**src/rtl/kdf_core_arbiter.sv**
```systemverilog
// kdf_core_arbiter: two-requester round-robin front end for one KDF core.
// Ports: clk/rst (sync, active high); req_i, salt/count/pwd{0,1}_i from
// requesters; gnt_o/done_o one-hot pulses, key_o/timeout_o job result,
// busy_o; core_rst_o/core_salt_o/core_count_o/core_pwd_o drive the core,
// core_key_i/core_end_i come back from it.
module kdf_core_arbiter #(
    parameter int SALT_W  = 64,
    parameter int COUNT_W = 32,
    parameter int PWD_W   = 32,
    parameter int KEY_W   = 128,
    parameter int TIMEOUT = 1 << 24
) (
    input  logic               clk,
    input  logic               rst,
    input  logic [1:0]         req_i,
    input  logic [SALT_W-1:0]  salt0_i,
    input  logic [SALT_W-1:0]  salt1_i,
    input  logic [COUNT_W-1:0] count0_i,
    input  logic [COUNT_W-1:0] count1_i,
    input  logic [PWD_W-1:0]   pwd0_i,
    input  logic [PWD_W-1:0]   pwd1_i,
    output logic [1:0]         gnt_o,
    output logic [1:0]         done_o,
    output logic [KEY_W-1:0]   key_o,
    output logic               timeout_o,
    output logic               busy_o,
    output logic               core_rst_o,
    output logic [SALT_W-1:0]  core_salt_o,
    output logic [COUNT_W-1:0] core_count_o,
    output logic [PWD_W-1:0]   core_pwd_o,
    input  logic [KEY_W-1:0]   core_key_i,
    input  logic               core_end_i
);

    localparam int WD_W = $clog2(TIMEOUT + 1);
    localparam logic [WD_W-1:0] WD_LIMIT = WD_W'(TIMEOUT);

    typedef enum logic [1:0] {
        S_IDLE,
        S_LOAD,
        S_RUN
    } state_t;

    state_t             r_state;
    state_t             w_state_nxt;
    logic               r_last;
    logic               r_sel;
    logic [WD_W-1:0]    r_wdog;
    logic [1:0]         r_gnt;
    logic [1:0]         r_done;
    logic [KEY_W-1:0]   r_key;
    logic               r_tmo;
    logic               r_busy;
    logic               r_core_rst;
    logic [SALT_W-1:0]  r_salt;
    logic [COUNT_W-1:0] r_count;
    logic [PWD_W-1:0]   r_pwd;

    logic [1:0]         w_elig;
    logic               w_pick;
    logic               w_hit;
    logic               w_finish;

    // A requester in its own done cycle is not eligible, so a held
    // request lets the other side in first.
    assign w_elig   = req_i & ~r_done;
    // Watchdog counts elapsed RUN cycles; the job is abandoned once
    // TIMEOUT of them have passed without an end.
    assign w_hit    = (r_wdog == WD_LIMIT);
    assign w_finish = core_end_i | w_hit;

    always_comb begin
        w_pick = 1'b0;
        if (&w_elig) begin
            w_pick = ~r_last;
        end else begin
            w_pick = w_elig[1];
        end
    end

    always_comb begin
        w_state_nxt = r_state;
        unique case (r_state)
            S_IDLE: if (|w_elig) w_state_nxt = S_LOAD;
            S_LOAD: w_state_nxt = S_RUN;
            S_RUN:  if (w_finish) w_state_nxt = S_IDLE;
            default: w_state_nxt = S_IDLE;
        endcase
    end

    always_ff @(posedge clk) begin
        if (rst) begin
            r_state <= S_IDLE;
        end else begin
            r_state <= w_state_nxt;
        end
    end

    always_ff @(posedge clk) begin
        if (rst) begin
            r_last     <= 1'b1;
            r_sel      <= 1'b0;
            r_wdog     <= '0;
            r_gnt      <= '0;
            r_done     <= '0;
            r_key      <= '0;
            r_tmo      <= 1'b0;
            r_busy     <= 1'b0;
            r_core_rst <= 1'b1;
            r_salt     <= '0;
            r_count    <= '0;
            r_pwd      <= '0;
        end else begin
            r_gnt  <= '0;
            r_done <= '0;
            unique case (r_state)
                S_IDLE: begin
                    if (|w_elig) begin
                        r_sel   <= w_pick;
                        r_gnt   <= w_pick ? 2'b10 : 2'b01;
                        r_busy  <= 1'b1;
                        r_salt  <= w_pick ? salt1_i : salt0_i;
                        r_count <= w_pick ? count1_i : count0_i;
                        r_pwd   <= w_pick ? pwd1_i : pwd0_i;
                    end
                end
                S_LOAD: begin
                    r_core_rst <= 1'b0;
                    r_wdog     <= '0;
                end
                S_RUN: begin
                    r_wdog <= r_wdog + WD_W'(1);
                    if (w_finish) begin
                        // End beats a coincident timeout.
                        r_key      <= core_end_i ? core_key_i : '0;
                        r_tmo      <= ~core_end_i;
                        r_done     <= r_sel ? 2'b10 : 2'b01;
                        r_last     <= r_sel;
                        r_busy     <= 1'b0;
                        r_core_rst <= 1'b1;
                    end
                end
                default: ;
            endcase
        end
    end

    assign gnt_o        = r_gnt;
    assign done_o       = r_done;
    assign key_o        = r_key;
    assign timeout_o    = r_tmo;
    assign busy_o       = r_busy;
    assign core_rst_o   = r_core_rst;
    assign core_salt_o  = r_salt;
    assign core_count_o = r_count;
    assign core_pwd_o   = r_pwd;

endmodule

```
**config.mk**
```make
export PLATFORM = sky130hd
export DESIGN_NAME = kdf_core_arbiter
export DESIGN_NICKNAME = d
export VERILOG_FILES = /design/src/rtl/kdf_core_arbiter.sv
export SDC_FILE = /design/constraint.sdc
export NUM_CORES = 1
export LEC_CHECK = 0
export ABC_CLOCK_PERIOD_IN_PS = 5100
export BUFFER_PORTS_ARGS = -buffer_cell sky130_fd_sc_hd__buf_2
export CAP_MARGIN = 20
export CELL_PAD_IN_SITES_DETAIL_PLACEMENT = 0
export CELL_PAD_IN_SITES_GLOBAL_PLACEMENT = 1
export CORE_AREA = 2 2 251 253
export DETAILED_ROUTE_END_ITERATION = 16
export DIE_AREA = 0 0 253 255
export PLACE_DENSITY_LB_ADDON = 0.1
export SLEW_MARGIN = 10
export SYNTH_ARGS = -nofsm -noshare
export SYNTH_HDL_FRONTEND = slang
export SYNTH_SLANG_ARGS = --single-unit
```
**constraint.sdc**
```tcl
create_clock -name clk -period 5.1 [get_ports clk]
set_clock_uncertainty 0.1 [all_clocks]
set_input_delay 1.53 -clock clk [delete_from_list [all_inputs] [get_ports clk]]
set_output_delay 1.53 -clock clk [all_outputs]
set_load 0.1 [all_outputs]
```
Word-level counts from Yosys, hierarchy flattened
Cells that the tools add are included.
{ "op_classes": {"n_mux": 16, "bitwise_logic": 9, "n_reduce_logical": 12, "n_eq_ne": 5, "n_addsub": 1} }
{ "op_table": {"columns": ["cell", "count"], "rows": [
  ["128-bit two-way mux", 1],
  ["32-bit two-way mux", 2],
  ["64-bit two-way mux", 1],
  ["25-bit case mux with 2 select lines", 1],
  ["25-bit by 1-bit adder with 25-bit output, second input constant", 1],
  ["25-bit equality test, second input constant", 1],
  ["2-bit AND reduction", 5],
  ["2-bit two-way mux", 4],
  ["1-bit NOT", 6],
  ["2-bit case mux with 3 select lines", 1],
  ["3-bit OR reduction", 2],
  ["1-bit two-way mux", 4],
  ["2-bit inequality test, second input constant", 2],
  ["1-bit case mux with 2 select lines", 2],
  ["2-bit nonzero test", 2],
  ["3-bit AND reduction", 1],
  ["2-bit bitwise AND", 1],
  ["2-bit by 1-bit equality test with 1-bit output, second input constant", 1],
  ["2-bit equality test, second input constant", 1],
  ["2-bit zero test", 1],
  ["2-bit NOT", 1],
  ["2-bit OR reduction", 1],
  ["1-bit OR", 1]
]} }
{ "word_totals": {"input_bits": 389, "reg_bits": 292, "out_inout_bits": 263, "word_cells": 56} }

Longest topological paths before layout
Gate-level depths: netlist (run 1).
{ "depth": {"word_depth": 5, "mapped_depth": 10, "depth_no_buf": 7} }

Worst setup path after synthesis (run 1)
Ideal clock, no wire load.
{ "synth_timing": {"path_type": "input to register", "from": "input port req_i[0]", "to": "register r_count[25] (netlist: core_count_o[25])", "arrival_time_ps": 2720, "t_required_ps": 4914, "slack_ps": 2194, "setup_ps": 86, "stages": 8, "path_buffers": 3, "cell_sequence": "nor2b_1 nor2_1 nor2b_1 buf_2 buf_2 buf_1 nor2_1 a211oi_1"} }
{ "synth_between": {"elab_chain_cells": 4, "word_cells_on_any_way": 6, "classes_between": "2 x mux; 1 x bitwise; 3 x reduce/logical"} }
{ "synth_lines": {"columns": ["item", "line", "source"], "rows": [
  ["start: declaration", "15", "input logic [1:0] req_i,"],
  ["2-bit bitwise AND (*)", "66", "assign w_elig = req_i & ~r_done;"],
  ["2-bit AND reduction", "74", "if (&w_elig) begin"],
  ["1-bit two-way mux", "74", null],
  ["32-bit two-way mux", "123", "r_count <= w_pick ? count1_i : count0_i;"],
  ["end signal: assignment", "123", null],
  ["end: declaration", "56", "logic [COUNT_W-1:0] r_count;"]
]} }
Mark *: on every way between the ends. The rest lies on a longest branch, timed or not.
A chain may end at the register's enable or synchronous reset.

Worst setup path in the final report (run 1)
{ "layout_timing": {"from": "input port req_i[0]", "to": "register r_salt[53] (netlist: core_salt_o[53])"} }
{ "layout_between": {"elab_chain_cells": 4, "word_cells_on_any_way": 6, "classes_between": "2 x mux; 1 x bitwise; 3 x reduce/logical"} }
{ "layout_lines": {"columns": ["item", "line", "source"], "rows": [
  ["2-bit bitwise AND (*)", "66", null],
  ["2-bit AND reduction", "74", null],
  ["1-bit two-way mux", "74", null],
  ["64-bit two-way mux", "122", "r_salt <= w_pick ? salt1_i : salt0_i;"],
  ["end signal: assignment", "122", null],
  ["end: declaration", "55", "logic [SALT_W-1:0] r_salt;"]
]} }
Marks and branches as above.

==> summary.md, run 1 <==
| Metric | Value |
|---|---|
| CTS tree | `built` |
| Root Driver | `clkbuf_16` |
| Final non-filler cell total | `2635` |
| Synth Cell Area | `11510 um^2` |
| Via count | `10960` |
| Post-layout nets | `2191` |
| Area grow syn2layout | `46.45%` |
| CTS buffer count | `40` |
| Met1 Routed Length | `19.56 mm` |
| RSZ-0062 raised after global routing | `false` |
| Sink Count | `292` |
| Outcome | `complete, no violations` |
| Post-detail-place hpwl | `36.89 mm` |
| DRC Markers | `0` |
| DRT antenna net count | `0` |
| LEAKAGE | `7.592 nW` |
| Post-CTS Setup Bufs | `0` |
| Die Width | `253 um` |
| Routed WL | `50.01 mm` |
| First-pass GRT wire length | `71.19 mm` |
| Bufs on Longest Clock Path | `3` |
| Critical-path cell list | `buf_2 > nor2b_1 > nor2_1 > nor2b_4 > buf_4 > nor2_1 > a211oi_1` |
| Core footprint | `62160 um^2` |
| Largest net degree at the start of global routing | `117` |
| H-tree depth | `2` |
| All-Layer GR Usage | `14.71%` |
| Port-buffer cells | `651` |
| Worst EP arrival | `3.47 ns` |
| WL per Instance | `18.98 um` |
| Metal3 WL | `3.199 mm` |
| Worst IR Drop VDD | `0.2136 mV` |
| Final Critical Period | `3.116 ns` |
| Hold Slack | `0.3738 ns` |
| Met2 wire len | `25.84 mm` |
| Power Density | `535.4 nW/um^2` |
| Slew headroom | `33.44%` |
| Netlist cell types | `43` |
| Routability cong. | `0.8095` |
| CTS clk-pin slew, worst paths | `0.05 ns` |
| GR Overflow Total | `0` |
| R2R depth | `7` |
| CP most frequent cell | `nor2_1` |
| Proportion of synthesized chip area in sequential cells | `50.80%` |
| Critical path's largest stage delay | `0.56 ns` |
| Hold-fix buffers, CTS | `0` |
| Async S/R FF share, synth | `0%` |
| Synth Register Bits | `292` |
| CP bufs+invs | `2` |
| Initial core utilization | `18.51%` |
| Avg Cell Area, Syn | `9.638 um^2` |
| Crit path kind | `in2reg` |
| Final setup TNS | `0 ns` |
| Clock Latency Late Sink | `0.56 ns` |
| PnR worst setup slack | `1.984 ns` |
| Via count of the first global-routing pass | `10740` |
| Worst slew pin tran | `0.9984 ns` |
| Warnings from Yosys | `0` |
| Delay-heaviest family, CP | `simple AND/OR/NAND/NOR gates` |
| Die ar. | `64520 um^2` |
| Setup violators final | `0` |
| Post_cts resized | `0` |
| Final slew viol count | `0` |
| Fmax | `320.9 MHz` |
| Crit path max fanout | `44` |
| Crit end category | `flop` |
| CP max-delay cell | `nor2b_4` |
| Chip height | `255 um` |
| DR iter-0 viols | `464` |
| Pre-CTS setup slack | `1.381 ns` |
| HP Class | `reg2reg` |
| I/O pin count | `652` |
| WP depth | `7` |
| Critical Path Start Type | `input pin` |
| Top Metal Used | `met5` |
| Final Hold Fails | `0` |
| Synthesized Nets | `1589` |
| Number of enable flip-flop cells after synthesis | `0` |
| First-pass DRT Iterations | `5` |
| Worst hold stages | `1` |
| Vias per cell | `4.160` |
| Critical Path RT | `5.46 ns` |
| Max-Cap Viols | `0` |
| Mapped Cells | `1194` |
| FP Rows | `92` |
| Primary FF master, synth | `dfxtp_1` |
| # placed instances | `2553` |
| Period utilization | `61.10%` |
| Initial antenna violation count | `15` |
| Layout cells sized above 1 | `41.08%` |
-- state kept, by name, indices dropped and copies added, names as in the netlist --
| name | count |
|---|---|
| busy_o | 1 |
| core_count_o | 32 |
| core_pwd_o | 32 |
| core_rst_o | 1 |
| core_salt_o | 64 |
| done_o | 2 |
| gnt_o | 2 |
| key_o | 128 |
| r_last | 1 |
| r_sel | 1 |
| r_state | 2 |
| r_wdog | 25 |
| timeout_o | 1 |
-- cells by family (layout without fill, tap and decap cells) --
logic type | Yosys count | count (layout) | share of synthesized area, %
AO/OA/AOI/OAI | 272 | 272 | 17.52
XOR/XNOR | 21 | 21 | 1.598
adder cells (fa/ha/maj) | 6 | 6 | 0.6524
buffers and inverters | 118 | 752 | 4.469
flip-flops | 292 | 292 | 50.80
multiplexers | 131 | 131 | 11.40
other | 0 | 8 | 0
AND/OR/NAND/NOR | 354 | 354 | 13.57
-- layout make-up --
type,count,area (um^2)
antenna,8,20.02
clock buffer,61,1200
clock inverter,13,102.6
fill,6796,45310
inverter,10,37.54
multi-input combinational,784,5177
sequential,292,5846
tap,799,999.7
timing repair buffer,668,3470
-- through the flow --
step / total power, mW / util [%] / area (um^2)
floorplan: 5.597 / - / 11510
global placement: 6.339 / 24.98 / 15530
detailed placement: 6.345 / 24.98 / 15530
CTS: 9.206 / 27.08 / 16830
global route: 9.447 / 27.11 / 16850
finish: 9.022 / 27.11 / 16850
-- routing by layer --
layer / GRT usage [%] / vias up
li1: - / 5499
met1: 16.69 / 5068
met2: 25.86 / 296
met3: 4.627 / 83
met4: 5.393 / 16
met5: 0 / -
-- cell usage after synthesis (2+ instances only) --
cell / count / share of area (%)
inv_1: 10 / 0.33
nand4_1: 6 / 0.33
a22oi_1: 129 / 8.4
mux2i_1: 131 / 11
clkbuf_1: 67 / 2.2
nand2_1: 10 / 0.33
ha_1: 6 / 0.65
nand2b_1: 7 / 0.38
and2_1: 2 / 0.11
nor4_1: 4 / 0.22
nor3_2: 5 / 0.43
a211oi_1: 128 / 8.4
xor2_1: 7 / 0.53
nand3_1: 7 / 0.30
nor2_1: 284 / 9.3
nor2b_1: 3 / 0.16
xnor2_1: 14 / 1.1
buf_1: 7 / 0.23
buf_2: 24 / 1.0
nor3b_1: 2 / 0.13
dfxtp_1: 292 / 51
a21oi_1: 9 / 0.39
nor3_1: 7 / 0.30
buf_4: 9 / 0.59
and4_1: 4 / 0.30
o21ai_0: 3 / 0.13
-- worst paths after layout --
kind | startpoint | end | slack [ns]
worst max-delay path | req_i[0] | core_salt_o[53] | 1.98
worst min-delay path | r_sel | done_o[0] | 0.37
worst max register to register | r_state[0] | key_o[4] | 2.47
worst min register to register | r_sel | done_o[0] | 0.37
-- power by group --
| part | internal (mW) | total, mW | switching [mW] | leakage [nW] |
|---|---|---|---|---|
| clock network | 1.63 | 2.77 | 1.13 | 0.639 |
| logic | 0.644 | 3.53 | 2.89 | 4.56 |
| registers | 2.58 | 2.72 | 0.145 | 2.39 |
-- cells in the final DEF (no fill, tap or decap), drive strengths merged --
cell type / n
nand4: 7
a31oi: 2
a21oi: 9
a22oi: 129
nand2b: 7
mux2i: 131
nand3: 9
nand2: 10
clkinv: 8
and3b: 1
nor4b: 2
and4: 4
clkinvlp: 3
and3: 2
xnor2: 14
nor3: 12
a211oi: 128
o21ai: 3
nor4: 6
and2: 2
ha: 6
clkbuf: 62
inv: 12
diode: 8
nor2: 284
nor3b: 3
xor2: 7
a21boi: 1
dfxtp: 292
or3: 2
nor2b: 3
buf: 667
(Power assumes the default switching activity.)
==> run 2: changes to the inputs <==
ABC_AREA = 1   (was default)
ABC_CLOCK_PERIOD_IN_PS = 2850   (was 5100)
CORE_AREA = 2 2 257 259   (was 2 2 251 253)
DIE_AREA = 0 0 259 261   (was 0 0 253 255)
clock period = 2.85 ns   (was 5.1 ns; I/O delays follow)
==> summary.md, run 2 <==
| Metric | Value |
|---|---|
| Primary FF master, synth | `dfxtp_1` |
| Power Density | `971.4 nW/um^2 (+81%)` |
| Comb pwr share | `41.3% (+2.2 points)` |
| First-pass DRT Iterations | `5 (unchanged)` |
| Post-detail-place hpwl | `42.33 mm (+15%)` |
| Clock Latency Late Sink | `0.56 ns (about the same)` |
| Synth Area in Compound Gates | `17.84% (+0.33 points)` |
| Number of enable flip-flop cells after synthesis | `0 (unchanged)` |
| Critical Path RT | `1.90 ns (-3.56 ns)` |
| Outcome | `complete, no violations` |
| Post-synthesis simple-gate area fraction | `26.15% (+13 points)` |
| GR Overflow Total | `0 (unchanged)` |
| H-tree depth | `2 (unchanged)` |
| Netlist cell types | `26 (-40%)` |
| Register share of total power | `29.0% (-1.2 points)` |
| Async S/R FF share, synth | `0% (unchanged)` |
| Via count of the first global-routing pass | `13020 (+21%)` |
| Crit path max fanout | `2 (-95%)` |
| Final setup TNS | `0 ns (unchanged)` |
| Post-CTS Setup Bufs | `0 (unchanged)` |
| Die Width | `259 um (+2.4%)` |
| DR iter-0 viols | `490 (+5.6%)` |
| Root Driver | `clkbuf_16` |
| Final slew viol count | `0 (unchanged)` |
| First-pass GRT wire length | `83.06 mm (+17%)` |
| Area grow syn2layout | `47.27%` |
| Critical Path Start Type | `flop` |
| Layout cells sized above 1 | `37.94% (-3.1 points)` |
| Switching power share of the total | `47.47% (+1.3 points)` |
| Post-Synth Adder-Cell Area | `0.6302% (-0.022 points)` |
| Proportion of synthesized chip area in sequential cells | `49.07% (-1.7 points)` |
| Via count | `13020 (+19%)` |
| Cell with the most instances after synthesis | `nand2_1` |
| CTS clk-pin slew, worst paths | `0.06 ns (about the same)` |
| Chip height | `261 um (+2.4%)` |
| DRC Markers | `0 (unchanged)` |
| Avg Cell Area, Syn | `7.681 um^2 (-20%)` |
| Switching Power | `8.090 mW (+94%)` |
| Register area | `5846 um^2 (unchanged)` |
| Port-buffer cells | `651 (unchanged)` |
| Commonest non-fill, non-tap cell in the layout | `buf_2` |
| Die ar. | `67600 um^2 (+4.8%)` |
| Largest net degree at the start of global routing | `80 (-32%)` |
| Synth Register Bits | `292 (unchanged)` |
| WL per Instance | `18.69 um (-1.5%)` |
| Warnings from Yosys | `0 (unchanged)` |
| Hold-fix buffers, CTS | `0 (unchanged)` |
| Internal power | `8.953 mW (+84%)` |
| Multiplexer area fraction after synthesis | `0% (-11 points)` |
| Clk pwr share | `29.7% (-1.0 points)` |
| Util after Layout | `26.97% (-0.14 points)` |
| Initial core utilization | `18.32% (-0.20 points)` |
| Slew headroom | `58.36% (+25 points)` |
| Final Hold Fails | `0 (unchanged)` |
| Sink Count | `292 (unchanged)` |
| CP max-delay cell | `buf_2` |
| Area leader, netlist | `dfxtp_1` |
| Multi-input logic area | `5341 um^2 (+3.2%)` |
| # placed instances | `2985 (+17%)` |
| Initial antenna violation count | `25 (+10)` |
| Crit end category | `output port` |
| Critical path's largest stage delay | `0.48 ns (-0.08 ns)` |
| FP Rows | `94 (+2.2%)` |
| Synthesized Nets | `1946 (+22%)` |
| Mapped Cells | `1551 (+30%)` |
| Routed WL | `57.27 mm (+15%)` |
| Largest register FFs | `128 (unchanged)` |
| Top cells by area, synth | `dfxtp_1 49%, nand2_1 14%, a21oi_1 12%` |
| Synth Cell Area | `11910 um^2 (+3.5%)` |
| Routability cong. | `0.7968 (-1.6%)` |
| Share of the synthesized area in the top cell type | `49.07% (-1.7 points)` |
| Main combinational cell family by area after synthesis | `simple AND/OR/NAND/NOR gates` |
| HP Class | `reg2reg` |
| Final non-filler cell total | `3064 (+16%)` |
| Worst slew pin tran | `0.6246 ns (-0.3738 ns)` |
| Worst EP arrival | `1.40 ns (-2.07 ns)` |
| Critical-path cell list | `buf_2` |
| Xor/xnor cell area share of the yosys netlist | `0% (-1.6 points)` |
| CP bufs+invs | `1 (-1)` |
| Vias per cell | `4.249 (+2.1%)` |
| CTS tree | `built` |
| Setup violators final | `0 (unchanged)` |
| Fmax | `425.5 MHz` |
| Most frequent cells after synthesis | `431 x nand2_1, 292 x dfxtp_1, 277 x a21oi_1` |
| Worst IR Drop VDD | `0.4459 mV (+110%)` |
| RSZ-0062 raised after global routing | `false` |
| Max-Cap Viols | `0 (unchanged)` |
| Core footprint | `65040 um^2 (+4.6%)` |
| Crit path kind | `reg2out` |
| Delay-heaviest family, CP | `buffers and inverters` |
| I/O pin count | `652 (unchanged)` |
| Period utilization | `82.47%` |
| Post_cts resized | `0 (unchanged)` |
| DRT antenna net count | `0 (unchanged)` |
| CTS buffer count | `40 (unchanged)` |
| Post-layout nets | `2558 (+17%)` |
| LEAKAGE | `8.769 nW (+16%)` |
| Bufs on Longest Clock Path | `3 (unchanged)` |
| Most frequent cells in the layout | `651 x buf_2, 430 x nand2_1, 292 x dfxtp_1` |
| Filler cells | `7274 (+7.0%)` |
| All-Layer GR Usage | `16.01% (+1.3 points)` |
| Final Critical Period | `2.350 ns` |
run 2: cell count changes after synthesis, moves of 30 or more:
cell	change
nand2_1	+421
a21oi_1	+268
nor2_1	-231
o21ai_0	+133
mux2i_1	-131
a22oi_1	-129
a211oi_1	-126
nand3_1	+85
nand3_2	+70
buf_2	+39
inv_1	+34
clkbuf_1	-30
run 2: path summary, 6_finish.rpt:
| path | startpoint | endpoint | slack, ns | cells past startpoint |
|---|---|---|---|---|
| max | core_salt_o[55] | core_salt_o[55] | 0.50 | 1 |
| min | key_o[66] | key_o[66] | 0.35 | 2 |
| max reg2reg | r_state[0] | key_o[21] | 0.66 | 7 |
| min reg2reg | key_o[66] | key_o[66] | 0.35 | 2 |
run 2: power groups by stage:
stage / clock network, mW / logic (mW) / registers, mW
after floorplan: 0 / 1.43 / 9.01
after global placement: 0 / 7.11 / 5.02
after detailed placement: 0 / 7.10 / 5.01
after CTS: 5.28 / 7.11 / 4.94
after global routing: 5.44 / 7.39 / 5.01
final: 5.07 / 7.03 / 4.94
run 2: stage by stage:
stage,hold slack [ns],total power [mW],instance area (um^2),setup WS (ns)
global placement,0.3429,12.12,16220,0.4477
finish,0.3512,17.04,17540,0.4996
CTS,0.3447,17.33,17530,0.4349
global route,0.3604,17.84,17540,0.4359
floorplan,0.3212,10.44,11910,0.7539
detailed placement,0.3481,12.12,16220,0.4745
run 2: routing by layer:
metal	GRT usage, %	part of all wire [%]	vias to the layer above
met5	0	0.26	-
met3	5.952	8.6	105
met4	4.464	2.3	24
met1	17.51	39	6037
li1	-	-	6395
met2	28.90	50	457
run 2: kinds of logic after synthesis:
kind of cell,count (synthesis)
DFF,292
AOI/OAI and AO/OA,421
and+or+nand+nor,669
adders and majority gates,6
buffers and inverters,163
run 2: layout make-up:
cell class	count	share of cell area [%]
Antenna cell	7	0.09984
Clock buffer	67	7.146
Clock inverter	5	0.3281
Inverter	47	1.077
Multi-Input combinational cell	1096	30.45
Sequential cell	292	33.32
Tap cell	864	6.162
Timing Repair Buffer	686	21.42
==> run 3: changes to the inputs <==
ABC_AREA = 0   (was 1)
ABC_CLOCK_PERIOD_IN_PS = 2100   (was 2850)
CORE_AREA = 2 2 253 255   (was 2 2 257 259)
DIE_AREA = 0 0 255 257   (was 0 0 259 261)
clock period = 2.1 ns   (was 2.85 ns; I/O delays follow)
==> summary.md, run 3 (synthesis gave the netlist of run 1 again) <==
| Metric | Value |
|---|---|
| DRT antenna net count | `0 (unchanged)` |
| Outcome | `complete, no violations` |
| Routed WL | `51.34 mm (-10%)` |
| Final Hold Fails | `0 (unchanged)` |
| Pre-CTS setup slack | `-0.2187 ns (-0.6932 ns)` |
| First-pass GRT wire length | `74.47 mm (-10%)` |
| All-Layer GR Usage | `15.01% (-1.0 points)` |
| R2R depth | `8 (+1)` |
| Final setup TNS | `0 ns (unchanged)` |
| Comb pwr share | `40.6% (-0.7 points)` |
| R2r startpoint | `r_wdog[0]` |
| Post-layout nets | `2254 (-12%)` |
| Crit path kind | `reg2out` |
| Via count of the first global-routing pass | `11770 (-9.6%)` |
| Crit path max fanout | `2 (unchanged)` |
| Bufs on Longest Clock Path | `3 (unchanged)` |
| Crit end category | `output port` |
| Largest net degree at the start of global routing | `130 (+63%)` |
| Worst slew pin tran | `0.6493 ns (+0.02471 ns)` |
| Worst IR Drop VDD | `0.5064 mV (+14%)` |
| CP bufs+invs | `1 (unchanged)` |
| WP depth | `1 (unchanged)` |
| Switching power share of the total | `44.77% (-2.7 points)` |
| Critical-path cell list | `buf_2` |
| Core footprint | `62740 um^2 (-3.5%)` |
| Area grow syn2layout | `56.94%` |
| First-pass DRT Iterations | `4 (-1)` |
| Chip height | `257 um (-1.5%)` |
| Slew headroom | `56.72% (-1.6 points)` |
| CTS tree | `built` |
| Die ar. | `65540 um^2 (-3.1%)` |
| Largest register FFs | `128 (unchanged)` |
| Die Width | `255 um (-1.5%)` |
| LEAKAGE | `8.006 nW (-8.7%)` |
| Final Critical Period | `2.053 ns` |
| Clock Latency Late Sink | `0.54 ns (-0.02 ns)` |
| Register share of total power | `29.3% (+0.3 points)` |
| CTS clk-pin slew, worst paths | `0.06 ns (about the same)` |
| Hold Slack | `0.2256 ns (-0.1255 ns)` |
| Vias per cell | `4.118 (-3.1%)` |
| Fmax | `487.0 MHz` |
| CTS buffer count | `39 (-2.5%)` |
| Power Density | `1254 nW/um^2 (+29%)` |
| GR Overflow Total | `0 (unchanged)` |
| Routability cong. | `0.7876 (-1.2%)` |
| CP max-delay cell | `buf_2` |
| Setup violators final | `0 (unchanged)` |
| H-tree depth | `2 (unchanged)` |
| Via count | `11280 (-13%)` |
| Layout cells sized above 1 | `44.31% (+6.4 points)` |
| Worst hold stages | `3 (+1)` |
| Max-Cap Viols | `0 (unchanged)` |
| Initial core utilization | `18.34% (+0.027 points)` |
| Final slew viol count | `0 (unchanged)` |
| Sink Count | `292 (unchanged)` |
| Worst EP arrival | `1.32 ns (-0.08 ns)` |
| Port-buffer cells | `651 (unchanged)` |
| DR iter-0 viols | `426 (-13%)` |
| DRC Markers | `0 (unchanged)` |
| Root Driver | `clkbuf_16` |
| Post-detail-place hpwl | `38.55 mm (-8.9%)` |
| WL per Instance | `18.74 um (+0.25%)` |
| Critical path's largest stage delay | `0.43 ns (-0.05 ns)` |
| Clk pwr share | `30.2% (+0.5 points)` |
| Critical Path Start Type | `flop` |
| HP Class | `in2reg` |
| Delay-heaviest family, CP | `buffers and inverters` |
| Most frequent cells in the layout | `493 x buf_2, 290 x dfxtp_1, 283 x nor2_1` |
| Commonest non-fill, non-tap cell in the layout | `buf_2` |
| Hold path start | `core_key_i[48]` |
| Util after Layout | `28.79% (+1.8 points)` |
| RSZ-0062 raised after global routing | `true` |
| Period utilization | `97.78%` |
| PnR worst setup slack | `0.04663 ns (-0.4530 ns)` |
| FP Rows | `92 (-2.1%)` |
| Design area | `18060 um^2 (+2.9%)` |
| Initial antenna violation count | `11 (-56%)` |
| I/O pin count | `652 (unchanged)` |
| Placed inst area | `16110 um^2 (-0.64%)` |
| Critical Path RT | `1.37 ns (-0.53 ns)` |
| Hold-fix buffers, CTS | `0 (unchanged)` |
| Crit path launch | `key_o[92]` |
| Switching Power | `10.14 mW (+25%)` |
| Internal power | `12.50 mW (+40%)` |
[run 3: layout make-up]
type	count	area [um^2]
Fill cell	6791	44680
Multi-Input combinational cell	784	5291
Antenna cell	5	12.51
Inverter	10	37.54
Clock inverter	12	123.9
Timing Repair Buffer	732	4487
Tap cell	846	1059
Clock buffer	59	1201
Sequential cell	292	5848
[run 3: path summary, 6_finish.rpt]
path,endpoint,slack [ns]
max,key_o[92],0.05
min,key_o[48],0.23
min reg2reg,done_o[0],0.36
max reg2reg,r_state[1],0.10
[run 3: per-layer routing]
layer	track usage [%]	wire length, um	up-vias
li1	-	-	5621
met1	15.82	18980	5263
met2	27.60	27380	316
met3	4.694	3483	73
met4	5.588	1441	10
met5	0	59	-
[run 3: through the flow]
stage | instances | power (mW)
2_1_floorplan | 1194 | 13.59
3_5_place_dp | 2656 | 15.76
3_3_place_gp | 2656 | 15.74
5_1_grt | 2740 | 23.75
4_1_cts | 2727 | 22.92
6_report | 2740 | 22.64
[run 3: power groups by stage]
stage | clock network, mW | logic (mW) | registers, mW
finish | 6.83 | 9.19 | 6.62
global route | 7.37 | 9.67 | 6.71
CTS | 7.13 | 9.17 | 6.62
detailed placement | 0 | 9.04 | 6.72
global placement | 0 | 9.02 | 6.72
floorplan | 0 | 1.88 | 11.7
[run 3: repair_timing]
action,4_1_cts,5_1_grt
pin swaps,0,2
endpoints found under the setup margin,160,145
gates cloned,0,4
resized for setup,89,95
setup buffers,0,4
